### src/rtl/rect_perm_pipe_if.sv
// Handshake bundle for rect_perm_pipe: input word channel, output word channel
// and the occupancy flag. The producer/consumer side uses the master modport,
// the permutation pipeline uses the slave modport.
interface rect_perm_pipe_if #(
  parameter int unsigned W     = 64,
  parameter int unsigned TAG_W = 4
);
  logic             in_valid;
  logic             in_ready;
  logic [W-1:0]     in_data;
  logic             in_inv;
  logic [TAG_W-1:0] in_tag;
  logic             out_valid;
  logic             out_ready;
  logic [W-1:0]     out_data;
  logic [TAG_W-1:0] out_tag;
  logic             busy;

  modport master (
    output in_valid, in_data, in_inv, in_tag, out_ready,
    input  in_ready, out_valid, out_data, out_tag, busy
  );

  modport slave (
    input  in_valid, in_data, in_inv, in_tag, out_ready,
    output in_ready, out_valid, out_data, out_tag, busy
  );
endinterface

### src/rtl/rect_perm_pipe.sv
// RECTANGLE ShiftRow layer as an elastic pipeline. Row 0 passes through,
// rows 1..3 rotate left (forward) or right (inverse) by ROT1..ROT3 mod ROW_W.
// The permutation is applied before stage 1; later stages only delay the word.
module rect_perm_pipe #(
  parameter int unsigned ROW_W  = 16,
  parameter int unsigned ROT1   = 1,
  parameter int unsigned ROT2   = 12,
  parameter int unsigned ROT3   = 13,
  parameter int unsigned STAGES = 2,
  parameter int unsigned TAG_W  = 4
) (
  input logic             clk,
  input logic             rst,
  rect_perm_pipe_if.slave bus
);

  localparam int unsigned W = 4 * ROW_W;
  // Row 0 uses amount 0, which makes both rotate helpers return it unchanged.
  localparam int unsigned ROT_AMT [4] = '{0, ROT1 % ROW_W, ROT2 % ROW_W, ROT3 % ROW_W};

  logic [W-1:0]      r_data [STAGES];
  logic [TAG_W-1:0]  r_tag  [STAGES];
  logic [STAGES-1:0] r_v;
  logic              r_busy;

  logic [STAGES-1:0] w_ld;
  logic [STAGES-1:0] w_v_nxt;
  logic [W-1:0]      w_perm;

  function automatic logic [ROW_W-1:0] rotl(input logic [ROW_W-1:0] x,
                                            input int unsigned      amt);
    logic [2*ROW_W-1:0] w_dbl;
    w_dbl = {x, x} << amt;
    return w_dbl[2*ROW_W-1 -: ROW_W];
  endfunction

  function automatic logic [ROW_W-1:0] rotr(input logic [ROW_W-1:0] x,
                                            input int unsigned      amt);
    logic [2*ROW_W-1:0] w_dbl;
    w_dbl = {x, x} >> amt;
    return w_dbl[ROW_W-1:0];
  endfunction

  // Row-wise rotation of the incoming word, direction chosen per word by in_inv.
  always_comb begin
    w_perm = bus.in_data;
    for (int unsigned r = 0; r < 4; r++) begin
      if (bus.in_inv)
        w_perm[r*ROW_W +: ROW_W] = rotr(bus.in_data[r*ROW_W +: ROW_W], ROT_AMT[r]);
      else
        w_perm[r*ROW_W +: ROW_W] = rotl(bus.in_data[r*ROW_W +: ROW_W], ROT_AMT[r]);
    end
  end

  // Load enables ripple from the output back to the input: a stage loads when
  // it is empty or when the stage after it (or the consumer) takes its word.
  always_comb begin
    logic w_take;
    w_ld   = '0;
    w_take = bus.out_ready;
    for (int unsigned i = 0; i < STAGES; i++) begin
      w_ld[STAGES-1-i] = !r_v[STAGES-1-i] || w_take;
      w_take           = w_ld[STAGES-1-i];
    end
  end

  // Next occupancy of each stage; empty stages pull from upstream even under stall.
  always_comb begin
    w_v_nxt = r_v;
    if (w_ld[0])
      w_v_nxt[0] = bus.in_valid;
    for (int unsigned k = 1; k < STAGES; k++) begin
      if (w_ld[k])
        w_v_nxt[k] = r_v[k-1];
    end
  end

  // Valid bits and the registered busy flag (derived from next occupancy so
  // busy itself has no combinational path from the ports).
  always_ff @(posedge clk) begin
    if (rst) begin
      r_v    <= '0;
      r_busy <= 1'b0;
    end else begin
      r_v    <= w_v_nxt;
      r_busy <= |w_v_nxt;
    end
  end

  // Payload registers: only move when a real word is transferred.
  always_ff @(posedge clk) begin
    if (rst) begin
      for (int unsigned k = 0; k < STAGES; k++) begin
        r_data[k] <= '0;
        r_tag[k]  <= '0;
      end
    end else begin
      if (w_ld[0] && bus.in_valid) begin
        r_data[0] <= w_perm;
        r_tag[0]  <= bus.in_tag;
      end
      for (int unsigned k = 1; k < STAGES; k++) begin
        if (w_ld[k] && r_v[k-1]) begin
          r_data[k] <= r_data[k-1];
          r_tag[k]  <= r_tag[k-1];
        end
      end
    end
  end

  assign bus.in_ready  = w_ld[0];
  assign bus.out_valid = r_v[STAGES-1];
  assign bus.out_data  = r_data[STAGES-1];
  assign bus.out_tag   = r_tag[STAGES-1];
  assign bus.busy      = r_busy;

endmodule

### src/flat_wrapper.sv
// flat-port wrapper written by rule: the top's interface ports become plain ports
module rect_perm_pipe_flat 
#(
  parameter int unsigned ROW_W  = 16,
  parameter int unsigned ROT1   = 1,
  parameter int unsigned ROT2   = 12,
  parameter int unsigned ROT3   = 13,
  parameter int unsigned STAGES = 2,
  parameter int unsigned TAG_W  = 4
)
  (clk, rst, bus_in_valid, bus_in_data, bus_in_inv, bus_in_tag, bus_out_ready, bus_in_ready, bus_out_valid, bus_out_data, bus_out_tag, bus_busy);
  rect_perm_pipe_if #(.W(64), .TAG_W(TAG_W)) bus_i ();
  input logic clk;
  input logic rst;
  input wire logic [$bits(bus_i.in_valid)-1:0] bus_in_valid;
  input wire logic [$bits(bus_i.in_data)-1:0] bus_in_data;
  input wire logic [$bits(bus_i.in_inv)-1:0] bus_in_inv;
  input wire logic [$bits(bus_i.in_tag)-1:0] bus_in_tag;
  input wire logic [$bits(bus_i.out_ready)-1:0] bus_out_ready;
  output wire logic [$bits(bus_i.in_ready)-1:0] bus_in_ready;
  output wire logic [$bits(bus_i.out_valid)-1:0] bus_out_valid;
  output wire logic [$bits(bus_i.out_data)-1:0] bus_out_data;
  output wire logic [$bits(bus_i.out_tag)-1:0] bus_out_tag;
  output wire logic [$bits(bus_i.busy)-1:0] bus_busy;
  assign bus_i.in_valid = bus_in_valid;
  assign bus_i.in_data = bus_in_data;
  assign bus_i.in_inv = bus_in_inv;
  assign bus_i.in_tag = bus_in_tag;
  assign bus_i.out_ready = bus_out_ready;
  assign bus_in_ready = bus_i.in_ready;
  assign bus_out_valid = bus_i.out_valid;
  assign bus_out_data = bus_i.out_data;
  assign bus_out_tag = bus_i.out_tag;
  assign bus_busy = bus_i.busy;
  rect_perm_pipe #(.ROW_W(ROW_W), .ROT1(ROT1), .ROT2(ROT2), .ROT3(ROT3), .STAGES(STAGES), .TAG_W(TAG_W)) u_core (.clk(clk), .rst(rst), .bus(bus_i));
endmodule
### config.mk
export PLATFORM = sky130hd
export DESIGN_NAME = rect_perm_pipe_flat
export DESIGN_NICKNAME = d
export VERILOG_FILES = /design/src/rtl/rect_perm_pipe_if.sv /design/src/rtl/rect_perm_pipe.sv /design/src/flat_wrapper.sv
export SDC_FILE = /design/constraint.sdc
export NUM_CORES = 1
export LEC_CHECK = 0
export CORE_MARGIN = 4
export CORE_UTILIZATION = 52
export CTS_CLUSTER_SIZE = 12
export DETAILED_ROUTE_END_ITERATION = 12
export PLACE_DENSITY = 0.82
export SYNTH_ARGS = -nofsm -noshare
export SYNTH_HDL_FRONTEND = slang
export SYNTH_SLANG_ARGS = --single-unit
### constraint.sdc
create_clock -name clk -period 4 [get_ports clk]
set_input_delay 0.6 -clock clk [delete_from_list [all_inputs] [get_ports clk]]
set_output_delay 0.6 -clock clk [all_outputs]
set_load 0.05 [all_outputs]
==> reports/results.txt <==
Power Density -> 454 nW/um^2
routed length on met2 -> 6.88 mm
Final WS setup -> 1.22 ns
layout cell share with drive strength beyond 1 -> 33.7%
Die ar. -> 15400 sq um
first-pass GRT wire length -> 19.1 mm
setup TNS -> 0 ns
Slew Viols, Final -> 0
Worst Path Max Fanout -> 3
status -> completed
Worst Path Class, Setup -> in2out
Via Count -> 3566
Unique masters post-synth -> 18
routed len/inst -> 18.1 um
GRT Total Usage -> 16.7%
Yosys top cell by area -> edfxtp_1
vias per cell -> 5.15
Placed Cells -> 660
synthesized instance count -> 438
largest net degree at the start of global routing -> 137
Max IR drop VDD -> 240 uV
Longest Clk Path Bufs -> 2
worst path arrival time -> 2.18 ns
initial antenna violation count -> 0
Area growth syn-to-layout -> 22.4%
max frequency -> 360 MHz
Post-Layout Cell Count -> 692
Die W -> 124 um
CTS Root Cell -> clkbuf_16
final period utilization -> 69.4%
Seq/Total Area, Yosys -> 59.1%
Met3 Wirelength -> 600 um
Sink Count -> 139
Syn Std Cell Area -> 7010 sq um
Worst-Margin Slew -> 1.04 ns
antenna cells -> 0
max cap viols -> 0
#FFs+latches synth -> 139
CTS tree -> done
DRC viols -> 0
clk_lat worst skew -> 0.41 ns
std cell rows -> 42
Core Footprint -> 13200 sq um
vias in the first global route -> 3785
ANT nets after route -> 0
final setup fails -> 0
unrepaired setup endpoints after global routing -> no
Resized Gates After CTS -> 0
worst hold margin -> 0.562 ns
# port buffers -> 143
Die Ht -> 124 um
hold_buf cts -> 0
initial DRC count -> 276
Data required, critical path -> 3.40 ns
Setup crit end kind -> primary output
most common cell after layout, fill and taps aside -> clkdlybuf4s50_1
Nets -> 576
total grt overflow -> 0
htree depth -> 4
TritonCTS Buffers -> 17
net count after synthesis -> 511
post-CTS setup buffer count -> 0
Synth top area share -> 58.3%
most frequent cells in the layout -> clkdlybuf4s50_1, edfxtp_1, nor3b_2, mux2i_1, nor3_2
final hold vios -> 0
Avg Cell Area, Syn -> 16.0 sq um
drt total wl -> 12.5 mm
min cycle time layout -> 2.78 ns
io pins -> 144
DRT met1 WL -> 4.73 mm
Setup WS pre-CTS -> 1.25 ns
Worst Clk Skew -> 0.00699 ns
initial core utilization -> 52.9%
Reg clk slew, reported paths -> 0.06 ns
drt first pass iters -> 4
top cells by area, synth -> edfxtp_1, nor3b_2, buf_4, mux2i_1, nor3_2
Yosys Warn Count -> 0
leak pwr -> 3.06 nW
crit path launch type -> input pin
Worst Hold Class -> reg2reg
Slew HR -> 31.0%
post-DP HPWL -> 7.94 mm
Top Metal Used -> met4
GP Congestion -> 0.767
## Yosys cell counts
master,count
edfxtp_1,136
nor3b_2,82
buf_4,79
mux2i_1,48
nor3_2,48
buf_2,16
buf_6,7
nor3b_1,6
dfxtp_1,3
a21o_1,2
a21oi_1,2
clkbuf_4,2
inv_1,2
a31oi_1,1
and3b_1,1
inv_2,1
nand2b_1,1
o21bai_1,1
## stage by stage
step | util, % | area, sq um | total power, mW
after global placement | 60.4 | 8000 | 2.39
after floorplan | - | 7010 | 2.25
after detailed placement | 60.4 | 8000 | 2.41
after global routing | 64.8 | 8580 | 4.03
after CTS | 64.8 | 8580 | 3.94
final | 64.8 | 8580 | 3.89
## layer usage
layer / GRT usage (%) / vias to the layer above
met5: 0 / -
met4: 8.01 / 0
met3: 4.95 / 26
met2: 29.6 / 106
met1: 18.2 / 1744
li1: - / 1690
## kinds of logic after synthesis
family,count (synthesis),share of synthesized area [%]
compound gates,6,0.554
buf+inv,107,11.1
flops,139,59.1
mux,48,6.86
simple gates,138,22.4
## worst max-delay path, stage by stage
cell             delay [ns]
clkdlybuf4s50_1        0.47
and3b_4                0.22
inv_2                  0.08
clkdlybuf4s50_1        0.81
## layout make-up
cell class / count / area (sq um)
clock buffers: 18 / 429
well taps: 176 / 220
fillers: 976 / 4660
flip-flops and latches: 139 / 4140
repair buffers: 150 / 1520
clock inverters: 14 / 148
multi-input cells: 192 / 2110
inverters: 3 / 11.3
## worst paths after layout
check | from | end | slack (ns) | cells after the start
worst max-delay path | bus_out_ready | bus_in_ready | 1.22 | 4
worst min-delay path | u_core.r_data[0][4]$_SDFFCE_PN0P_ | u_core.r_data[0][68]$_SDFFCE_PN0P_ | 0.56 | 1
worst max register to register | u_core.r_v[0]$_SDFF_PP0_ | u_core.r_data[0][58]$_SDFFCE_PN0P_ | 2.05 | 4
worst min register to register | u_core.r_data[0][4]$_SDFFCE_PN0P_ | u_core.r_data[0][68]$_SDFFCE_PN0P_ | 0.56 | 1
## state kept, by name, indices dropped and copies added (netlist names)
signal / cells
u_core.bus.busy: 1
u_core.r_data: 128
u_core.r_tag: 8
u_core.r_v: 2
## power breakdown
part	internal (mW)	switching (mW)	total (mW)
Sequential	1.73	0.0308	1.76
Clock	0.918	0.603	1.52
Combinational	0.240	0.367	0.608
(Power assumes the default switching activity.)
